===== config.mk =====
export PLATFORM = sky130hd
export DESIGN_NAME = wb_gpio_in_flat
export DESIGN_NICKNAME = d
export VERILOG_FILES = /design/src/rtl/wb_gpio_in_pkg.sv /design/src/rtl/wb_if.sv /design/src/rtl/wb_gpio_in_debounce.sv /design/src/rtl/wb_gpio_in.sv /design/src/flat_wrapper.sv
export SDC_FILE = /design/constraint.sdc
export NUM_CORES = 1
export LEC_CHECK = 0
export CORE_UTILIZATION = 37
export CTS_BUF_LIST = sky130_fd_sc_hd__clkbuf_4 sky130_fd_sc_hd__clkbuf_8
export CTS_CLUSTER_DIAMETER = 60
export DETAILED_ROUTE_END_ITERATION = 6
export GPL_TIMING_DRIVEN = 1
export MAX_ROUTING_LAYER = met4
export PLACE_DENSITY = 0.87
export RECOVER_POWER = 25
export SLEW_MARGIN = 30
export SYNTH_ARGS = -nofsm -noshare
export SYNTH_HDL_FRONTEND = slang
export SYNTH_SLANG_ARGS = --single-unit

===== constraint.sdc =====
create_clock -name clk -period 2.65 [get_ports clk]
set_clock_uncertainty 0.15 [all_clocks]
set_input_delay 0.53 -clock clk [delete_from_list [all_inputs] [get_ports clk]]
set_output_delay 0.53 -clock clk [all_outputs]
set_load 0.01 [all_outputs]

===== src/rtl/wb_gpio_in_pkg.sv =====
`default_nettype none
// +----------------------------------------------------------------------+
// | Module : wb_gpio_in_pkg                                              |
// | Brief  : Register offsets and byte-lane helper for wb_gpio_in        |
// | Rev    : 1.0                                                         |
// +----------------------------------------------------------------------+
package wb_gpio_in_pkg;

    localparam logic [1:0] REG_DATA   = 2'd0;
    localparam logic [1:0] REG_EDGE   = 2'd1;
    localparam logic [1:0] REG_IRQ_EN = 2'd2;
    localparam logic [1:0] REG_RAW    = 2'd3;

    // Expand the four Wishbone byte selects into a 32-bit write mask.
    function automatic logic [31:0] lane_mask(input logic [3:0] sel);
        return {{8{sel[3]}}, {8{sel[2]}}, {8{sel[1]}}, {8{sel[0]}}};
    endfunction

endpackage
`default_nettype wire


===== src/rtl/wb_if.sv =====
`default_nettype none
// +----------------------------------------------------------------------+
// | Module : wb_if                                                       |
// | Brief  : Pipelined Wishbone bus bundle with master/slave modports    |
// | Rev    : 1.0                                                         |
// +----------------------------------------------------------------------+
interface wb_if (
    input logic clk,
    input logic rst
);
    logic        cyc;
    logic        stb;
    logic        we;
    logic [31:0] adr;
    logic [3:0]  sel;
    logic [31:0] dat_m;
    logic [31:0] dat_s;
    logic        ack;
    logic        stall;
    logic        err;

    modport master (
        input  clk, rst, dat_s, ack, stall, err,
        output cyc, stb, we, adr, sel, dat_m
    );

    modport slave (
        input  cyc, stb, we, adr, sel, dat_m,
        output dat_s, ack, stall, err
    );
endinterface
`default_nettype wire


===== src/rtl/wb_gpio_in_debounce.sv =====
`default_nettype none
// +----------------------------------------------------------------------+
// | Module : input_debounce                                              |
// | Brief  : N-bit synchroniser, shared tick prescaler, 2-sample filter  |
// | Rev    : 1.0                                                         |
// +----------------------------------------------------------------------+
module input_debounce #(
    parameter int             N               = 1,
    parameter logic [N-1:0]   INVERT          = '0,
    parameter int             DEBOUNCE_CYCLES = 250000
) (
    input  logic         clk,
    input  logic         rst,
    input  logic [N-1:0] din,
    output logic [N-1:0] raw,
    output logic [N-1:0] data,
    output logic [N-1:0] rise
);
    localparam int              c_cnt_w = $clog2(DEBOUNCE_CYCLES);
    localparam logic [c_cnt_w-1:0] c_cnt_last = c_cnt_w'(DEBOUNCE_CYCLES - 1);

    logic [N-1:0]       r_sync1;
    logic [N-1:0]       r_raw;
    logic [N-1:0]       r_s1;
    logic [N-1:0]       r_data;
    logic [c_cnt_w-1:0] r_cnt;
    logic               w_tick;
    logic [N-1:0]       w_data_next;

    assign w_tick = (r_cnt == c_cnt_last);

    // A bit only moves when the current raw level matches the previous tick sample.
    always_comb begin
        w_data_next = r_data;
        if (w_tick) begin
            w_data_next = (r_data & (r_raw ^ r_s1)) | (r_s1 & ~(r_raw ^ r_s1));
        end
    end

    always_ff @(posedge clk) begin
        if (rst) begin
            r_sync1 <= '0;
            r_raw   <= '0;
            r_s1    <= '0;
            r_data  <= '0;
            r_cnt   <= '0;
        end else begin
            r_sync1 <= din ^ INVERT;
            r_raw   <= r_sync1;
            r_cnt   <= w_tick ? '0 : r_cnt + 1'b1;
            r_data  <= w_data_next;
            if (w_tick) begin
                r_s1 <= r_raw;
            end
        end
    end

    assign raw  = r_raw;
    assign data = r_data;
    assign rise = w_data_next & ~r_data;
endmodule
`default_nettype wire


===== src/rtl/wb_gpio_in.sv =====
`default_nettype none
// +----------------------------------------------------------------------+
// | Module : wb_gpio_in                                                  |
// | Brief  : Wishbone responder for debounced inputs with edge IRQ       |
// | Rev    : 1.0                                                         |
// +----------------------------------------------------------------------+
module wb_gpio_in
    import wb_gpio_in_pkg::*;
#(
    parameter int           N               = 1,
    parameter logic [N-1:0] INVERT          = '0,
    parameter int           DEBOUNCE_CYCLES = 250000
) (
    input  logic         clk,
    input  logic         rst,
    wb_if.slave          wb,
    input  logic [N-1:0] din,
    output logic         irq
);
    logic [N-1:0] w_raw;
    logic [N-1:0] w_data;
    logic [N-1:0] w_rise;

    logic         w_accept;
    logic         w_write;
    logic [1:0]   w_reg;
    logic [31:0]  w_lane_mask;
    logic [N-1:0] w_wdata;
    logic [N-1:0] w_edge_next;
    logic [N-1:0] w_en_next;
    logic [31:0]  w_rdata;

    logic [N-1:0] r_edge;
    logic [N-1:0] r_en;
    logic         r_irq;
    logic         r_ack;
    logic [31:0]  r_dat;

    input_debounce #(
        .N               (N),
        .INVERT          (INVERT),
        .DEBOUNCE_CYCLES (DEBOUNCE_CYCLES)
    ) u_debounce (
        .clk  (clk),
        .rst  (rst),
        .din  (din),
        .raw  (w_raw),
        .data (w_data),
        .rise (w_rise)
    );

    assign w_accept    = wb.cyc & wb.stb;
    assign w_write     = w_accept & wb.we;
    assign w_reg       = wb.adr[3:2];
    assign w_lane_mask = lane_mask(wb.sel);
    assign w_wdata     = wb.dat_m[N-1:0];

    always_comb begin
        w_edge_next = r_edge;
        w_en_next   = r_en;
        if (w_write && (w_reg == REG_EDGE)) begin
            w_edge_next = r_edge & ~w_wdata;
        end
        // New rising edges override a same-cycle write-one-to-clear.
        w_edge_next = w_edge_next | w_rise;
        if (w_write && (w_reg == REG_IRQ_EN)) begin
            w_en_next = (r_en & ~w_lane_mask[N-1:0]) | (w_wdata & w_lane_mask[N-1:0]);
        end
    end

    always_comb begin
        w_rdata = '0;
        case (w_reg)
            REG_DATA:   w_rdata = 32'(w_data);
            REG_EDGE:   w_rdata = 32'(r_edge);
            REG_IRQ_EN: w_rdata = 32'(r_en);
            REG_RAW:    w_rdata = 32'(w_raw);
            default:    w_rdata = '0;
        endcase
    end

    always_ff @(posedge clk) begin
        if (rst) begin
            r_edge <= '0;
            r_en   <= '0;
            r_irq  <= 1'b0;
            r_ack  <= 1'b0;
            r_dat  <= '0;
        end else begin
            r_edge <= w_edge_next;
            r_en   <= w_en_next;
            r_irq  <= |(w_edge_next & w_en_next);
            r_ack  <= w_accept;
            r_dat  <= (w_accept && !wb.we) ? w_rdata : '0;
        end
    end

    assign wb.ack   = r_ack;
    assign wb.dat_s = r_dat;
    assign wb.stall = 1'b0;
    assign wb.err   = 1'b0;
    assign irq      = r_irq;

    logic w_unused_adr;
    assign w_unused_adr = ^{wb.adr[31:4], wb.adr[1:0]};

    if (N < 32) begin : g_unused_hi
        logic w_unused_hi;
        assign w_unused_hi = ^{wb.dat_m[31:N], w_lane_mask[31:N]};
    end
endmodule
`default_nettype wire


===== src/flat_wrapper.sv =====
// flat-port wrapper written by rule: the top's interface ports become plain ports
module wb_gpio_in_flat import wb_gpio_in_pkg::*;
#(
    parameter int           N               = 1,
    parameter logic [N-1:0] INVERT          = '0,
    parameter int           DEBOUNCE_CYCLES = 250000
)
  (clk, rst, din, irq, wb_cyc, wb_stb, wb_we, wb_adr, wb_sel, wb_dat_m, wb_dat_s, wb_ack, wb_stall, wb_err);
  wb_if wb_i (.clk(clk), .rst(rst));
  input  logic clk;
  input  logic rst;
  input  logic [N-1:0] din;
  output logic irq;
  input wire logic [$bits(wb_i.cyc)-1:0] wb_cyc;
  input wire logic [$bits(wb_i.stb)-1:0] wb_stb;
  input wire logic [$bits(wb_i.we)-1:0] wb_we;
  input wire logic [$bits(wb_i.adr)-1:0] wb_adr;
  input wire logic [$bits(wb_i.sel)-1:0] wb_sel;
  input wire logic [$bits(wb_i.dat_m)-1:0] wb_dat_m;
  output wire logic [$bits(wb_i.dat_s)-1:0] wb_dat_s;
  output wire logic [$bits(wb_i.ack)-1:0] wb_ack;
  output wire logic [$bits(wb_i.stall)-1:0] wb_stall;
  output wire logic [$bits(wb_i.err)-1:0] wb_err;
  assign wb_i.cyc = wb_cyc;
  assign wb_i.stb = wb_stb;
  assign wb_i.we = wb_we;
  assign wb_i.adr = wb_adr;
  assign wb_i.sel = wb_sel;
  assign wb_i.dat_m = wb_dat_m;
  assign wb_dat_s = wb_i.dat_s;
  assign wb_ack = wb_i.ack;
  assign wb_stall = wb_i.stall;
  assign wb_err = wb_i.err;
  wb_gpio_in #(.N(N), .INVERT(INVERT), .DEBOUNCE_CYCLES(DEBOUNCE_CYCLES)) u_core (.clk(clk), .rst(rst), .wb(wb_i), .din(din), .irq(irq));
endmodule

==> results of run 1 <==
==> registers in the layout, summed over array words and instances, names as in the netlist <==
name                       count
u_core.r_edge                  1
u_core.u_debounce.r_cnt       18
u_core.wb.ack                  1
u_core.u_debounce.r_sync1      1
u_core.u_debounce.data         1
u_core.irq                     1
u_core.u_debounce.raw          1
u_core.u_debounce.r_s1         1
u_core.r_en                    1
u_core.wb.dat_s                1
==> cells in the mapped netlist, types with 2 or more instances <==
| library cell | count | area share [%] |
|---|---|---|
| buf_4 | 34 | 18 |
| dfxtp_1 | 27 | 37 |
| nor2_1 | 20 | 5.2 |
| xnor2_1 | 13 | 7.8 |
| nand2_1 | 10 | 2.6 |
| nand3_1 | 7 | 2.4 |
| nor4_1 | 6 | 2.6 |
| inv_1 | 5 | 1.3 |
| nor3_1 | 4 | 1.4 |
| mux2i_1 | 3 | 2.1 |
| nand3_2 | 3 | 2.1 |
| nor2b_1 | 3 | 1.3 |
| and2_1 | 2 | 0.86 |
| nand4_1 | 2 | 0.86 |
| nand4_2 | 2 | 1.7 |
| xor2_1 | 2 | 1.2 |
==> worst max-delay path: stages (launching register included) <==
cell and delay [ns]:
dfxtp_1 0.37, ha_1 0.24, and3_2 0.23, nand3_1 0.18
o21ai_2 0.62, nor2_1 0.12
==> stage by stage <==
step | instances | utilization [%] | worst slack [ns]
3_3_place_gp | 219 | 40.3 | 0.662
6_report | 223 | 41.3 | 0.610
3_5_place_dp | 219 | 40.3 | 0.608
5_1_grt | 223 | 41.3 | 0.461
2_1_floorplan | 193 | - | 1.01
4_1_cts | 223 | 41.6 | 0.667
==> worst paths after layout <==
| kind | cells after the start | endpoint | from | slack, ns |
|---|---|---|---|---|
| worst min register to register | 1 | u_core.u_debounce.raw$_SDFF_PP0_ | u_core.u_debounce.r_sync1$_SDFF_PP0_ | 0.31 |
| worst min-delay path | 1 | u_core.u_debounce.raw$_SDFF_PP0_ | u_core.u_debounce.r_sync1$_SDFF_PP0_ | 0.31 |
| worst max register to register | 5 | u_core.u_debounce.r_cnt[6]$_SDFF_PP0_ | u_core.u_debounce.r_cnt[0]$_SDFF_PP0_ | 0.61 |
| worst max-delay path | 5 | u_core.u_debounce.r_cnt[6]$_SDFF_PP0_ | u_core.u_debounce.r_cnt[0]$_SDFF_PP0_ | 0.61 |
==> metal layers <==
layer,up-vias,global-route usage [%]
li1,513,-
met1,429,14.0
met2,39,19.9
met3,2,2.64
met4,0,2.50
met5,-,-
==> cell families (layout without fill, tap and decap cells) <==
family / after synthesis / count (layout) / share of synthesized area [%]
buffers and inverters: 39 / 21 / 18.9
XOR/XNOR: 15 / 15 / 9.05
adder cells (fa/ha/maj): 1 / 1 / 0.862
AND/OR/NAND/NOR: 67 / 67 / 27.2
other: 1 / 33 / 0.258
flip-flops: 27 / 27 / 37.2
multiplexers: 3 / 3 / 2.07
AO/OA/AOI/OAI: 8 / 8 / 4.40
==> final cells by class <==
class	instances	area, sq um	area share, %
clock buffer	3	41.3	2.69
tap	48	60.1	3.92
inverter	5	18.8	1.22
multi-input combinational	127	746	48.6
sequential	27	541	35.2
timing repair buffer	12	120	7.83
clock inverter	1	7.51	0.489
==> power by group <==
group	switching, mW	internal [mW]
clock network	0.124	0.107
registers	0.00693	0.414
logic	0.0401	0.0225
==> reports/results.tsv, run 1 <==
stage	metric	value	unit
pwr	power.leakage	0.581	nW
sta	setup_viol	0	
placement	gp_congestion	0.812	
cells_and_area	layout-drive-gt1-share	7.43	%
placement	postPlaceCellArea	0.00150	sq mm
detailed_routing	finalWirelength	2.29	mm
clock_tree	cts_buffer_depth	2	
pwr	peakVddDrop	0.000303	V
detailed_routing	wl_met3	98	microns
sta	rsz0062_at_grt	false	
global_routing	grt_pass1_wl	3.73	mm
detailed_routing	drc	0	
synthesis	yosys_warnings	0	
setup_path	start_kind	flop	
synthesis	synthDistinctLibCells	34	
detailed_routing	antenna_left	0	
detailed_routing	vias	983	
clock_tree	cts.repair.resized	0	
placement	dp_hpwl	1.74	mm
cells_and_area	insertedDiodeCount	0	
die	io_pins	110	
clock_tree	cts_setup_buffers	0	
die	start_util	39.1	%
sta	hold_slack	0.310	ns
sta	fin_crit_sh	77.0	%
detailed_routing	top_layer_used	met4	
clock_tree	htree_levels	1	
pwr	p_total	715	uW
cells_and_area	final_cell_mix	conb_1 (33), dfxtp_1 (27), nor2_1 (20)	
status	status	completed	
clock_tree	cts_made_buffers	3	
die	fp.dieW	64.6	microns
worst_hold_path	hold_class	reg -> reg	
sta	tns	0	ns
die	die_area	0.00418	sq mm
clock_tree	insertion_delay	0.27	ns
placement	port_buffers	12	
die	die_height	64.6	microns
sta	fmax	0.490	GHz
synthesis	synth-seq-cells	27	
clock_tree	cts_tree	done	
detailed_routing	drt-pass1-iter-count	4	
cells_and_area	num-nets-final	251	
synthesis	syn_area	0.00145	sq mm
cells_and_area	nFillCells	367	
die	core	0.00372	sq mm
synthesis	synth-edff-count	0	
global_routing	grt_pass1_vias	885	
setup_path	worstPathMaxFanout	17	
global_routing	overflow	0	
synthesis	ys_seq_area_share	37.2	%
global_routing	grtUsageTotal	11.7	%
clock_tree	cts_hold_buffers	0	
die	rows	22	
setup_path	end_kind	flop	
sta	min_period	2.04	ns
setup_path	worst_ep_arrival_time	2.02	ns
clock_tree	cts_root_buffer	clkbuf_8	
clock_tree	cts_sinks	27	
synthesis	async_flop_share	0	%
synthesis	synthCells	161	
setup_path	required	2.63	ns
synthesis	synth.avg_cell_area	9.01	sq um
sta	hold_viol_final	0	
cells_and_area	area_delta_synth_final	5.69	%
detailed_routing	drt_iter0_markers	18	
global_routing	antenna_found_initial	0	
sta	maxSlewHeadroom	53.2	%
sta	tightest_slew	0.701	ns
setup_path	worst-setup-path-type	reg -> reg	
detailed_routing	wl_met2	1.12	mm
cells_and_area	fin_area	0.00153	sq mm
detailed_routing	wl_met1	1.06	mm
detailed_routing	viasPerCell	4.41	
sta	drv_slew	0	
global_routing	grt_max_degree	18	
flow_run	maxCapViolations	0	
clock_tree	cts.clk_slew.worst_paths	0.09	ns
pwr	power_density	466	mW/mm^2
detailed_routing	routedWlPerCell	10.2	microns
synthesis	synthFlopType	dfxtp_1	
cells_and_area	mostFrequentLayoutCell	conb_1	
(Power assumes the default switching activity.)
==> inputs of run 2 (changes only) <==
Settings changed: CORE_UTILIZATION 37 to 31, PLACE_DENSITY 0.87 to 0.78.
Clock period 2.65 ns to 1.73 ns, I/O delays scaled along.
==> run 2 against run 1 <==
  * Clock power is 59% higher
  * Global-route usage is 1.4 points lower
  * Worst hold slack worse by 0.016 ns
  * Register-to-register slack worse by 0.56 ns
  * Sequential share of layout area is 4.0 points lower
  * Wire length is 3.8% higher
  * Maximum frequency is 21% higher
  * Total power is 57% higher
  * Final cell count is 10% higher
  * Die area is 19% higher
  * Sequential cell count stayed put
  * Via count is 8.3% higher
  * Critical endpoint is now u_core.u_debounce.data$_SDFF_PP0_
  * Highest routed layer unchanged
==> reports/results.tsv, run 2 (same netlist as run 1, synthesis figures left out) <==
stage	metric	value	unit
detailed_routing	routedWlPerCell	9.64	microns
cells_and_area	largest_reg_flops	18	
placement	dp_slack	-0.131	ns
global_routing	antenna_found_initial	0	
cells_and_area	final_cell_mix	conb_1 (33), dfxtp_1 (27), nor2_1 (20)	
pwr	peakVddDrop	0.000438	V
placement	postPlaceCellArea	0.00164	sq mm
global_routing	overflow	0	
setup_path	path_cells	nor4_2, nand3_4, or4_1, nand3_1	
sta	hold_viol_final	0	
placement	port_buffers	12	
global_routing	grt_pass1_vias	953	
cells_and_area	seq_area	541	sq um
clock_tree	insertion_delay	0.27	ns
cells_and_area	nFillCells	433	
die	die_height	70.4	microns
sta	fin_crit_sh	97.1	%
cells_and_area	multi_input_area	787	sq um
pwr	power.leakage	0.696	nW
worst_hold_path	hold_class	reg -> reg	
detailed_routing	vias	1065	
placement	place_inst	241	
detailed_routing	viasPerCell	4.33	
sta	fmax	0.595	GHz
setup_path	worst-setup-path-type	reg -> reg	
global_routing	grt_max_degree	18	
clock_tree	cts_root_buffer	clkbuf_8	
detailed_routing	drc	0	
die	core	0.00441	sq mm
clock_tree	cts_sinks	27	
die	io_pins	110	
placement	dp_hpwl	1.78	mm
sta	min_period	1.68	ns
die	start_util	32.9	%
cells_and_area	insertedDiodeCount	0	
detailed_routing	finalWirelength	2.37	mm
placement	gp_congestion	0.844	
die	die_area	0.00496	sq mm
cells_and_area	stdcell_count	246	
setup_path	max_stage_delay	0.49	ns
global_routing	grtUsageTotal	10.3	%
sta	fin_ws	0.0498	ns
cells_and_area	mostFrequentLayoutCell	conb_1	
pwr	power_density	649	mW/mm^2
detailed_routing	drt-pass1-iter-count	4	
flow_run	maxCapViolations	0	
setup_path	cpMaxStageDelayCell	or4_1	
setup_path	required	1.80	ns
global_routing	grt_pass1_wl	3.95	mm
clock_tree	cts.clk_slew.worst_paths	0.09	ns
detailed_routing	antenna_left	0	
clock_tree	htree_levels	1	
cells_and_area	regMostFlops	u_core.u_debounce.r_cnt	
cells_and_area	layout-drive-gt1-share	17.5	%
cells_and_area	num-nets-final	270	
setup_path	end_kind	flop	
sta	drv_slew	0	
clock_tree	cts_made_buffers	3	
setup_path	start_kind	flop	
setup_path	worst_ep_arrival_time	1.75	ns
cells_and_area	area_delta_synth_final	19.3	%
setup_path	critPathBufInv	0	
sta	setup_viol	0	
setup_path	worstPathMaxFanout	5	
setup_path	critPathTopFamily	simple AND/OR/NAND/NOR gates	
detailed_routing	drt_iter0_markers	15	
clock_tree	cts_tree	done	
die	rows	24	
cells_and_area	fin_area	0.00173	sq mm
clock_tree	cts_buffer_depth	2	
die	fp.dieW	70.4	microns
status	status	completed	
-- run 2: cell types whose count changed in the layout (fill, tap and decap cells not counted), sizes merged --
cell | previous run | this run
clkinvlp | 1 | 0
clkbuf | 3 | 5
buf | 0 | 18
-- run 2: metal layers --
layer / GRT usage (%) / up-vias / wire [microns]
met5: - / - / 0
met4: 6.89 / 0 / 69
met3: 1.30 / 5 / 72
met2: 16.5 / 27 / 1140
met1: 11.8 / 485 / 1090
li1: - / 548 / -
-- run 2: worst paths after layout --
kind / endpoint / cells after the start / slack (ns) / startpoint
setup / recovery: u_core.u_debounce.data$_SDFF_PP0_ / 4 / 0.05 / u_core.u_debounce.r_cnt[11]$_SDFF_PP0_
hold / removal: u_core.u_debounce.raw$_SDFF_PP0_ / 1 / 0.29 / u_core.u_debounce.r_sync1$_SDFF_PP0_
setup reg to reg: u_core.u_debounce.data$_SDFF_PP0_ / 4 / 0.05 / u_core.u_debounce.r_cnt[11]$_SDFF_PP0_
hold reg to reg: u_core.u_debounce.raw$_SDFF_PP0_ / 1 / 0.29 / u_core.u_debounce.r_sync1$_SDFF_PP0_
-- run 2: what timing repair did --
item,CTS,global route
pin swaps,0,2
setup buffers,0,1
hold buffers,0,0
setup endpoints to repair,17,22
gates resized for setup,1,3
-- run 2: cell type report --
class                   instances  share of cell area, %
repair buffers                 31                   15.7
well taps                      52                   3.76
inverters                       5                   1.08
flip-flops and latches         27                   31.2
clock buffers                   4                   2.82
multi-input cells             127                   45.4
-- run 2: report_power, final --
| group | switching, mW | internal [mW] | total (mW) |
|---|---|---|---|
| Combinational | 0.0661 | 0.0462 | 0.112 |
| Clock | 0.188 | 0.181 | 0.368 |
| Sequential | 0.00911 | 0.634 | 0.644 |
| Total | 0.263 | 0.861 | 1.12 |
-- run 2: through the flow --
stage | power, mW | utilization (%) | setup TNS [ns] | hold WS, ns
after global routing | 1.18 | 39.2 | -0.0959 | 0.331
after global placement | 0.763 | 37.1 | -1.57 | 0.274
after floorplan | 0.776 | - | 0 | 0.264
final | 1.12 | 39.2 | 0 | 0.294
after CTS | 1.14 | 38.4 | 0 | 0.301
after detailed placement | 0.765 | 37.1 | -2.00 | 0.280
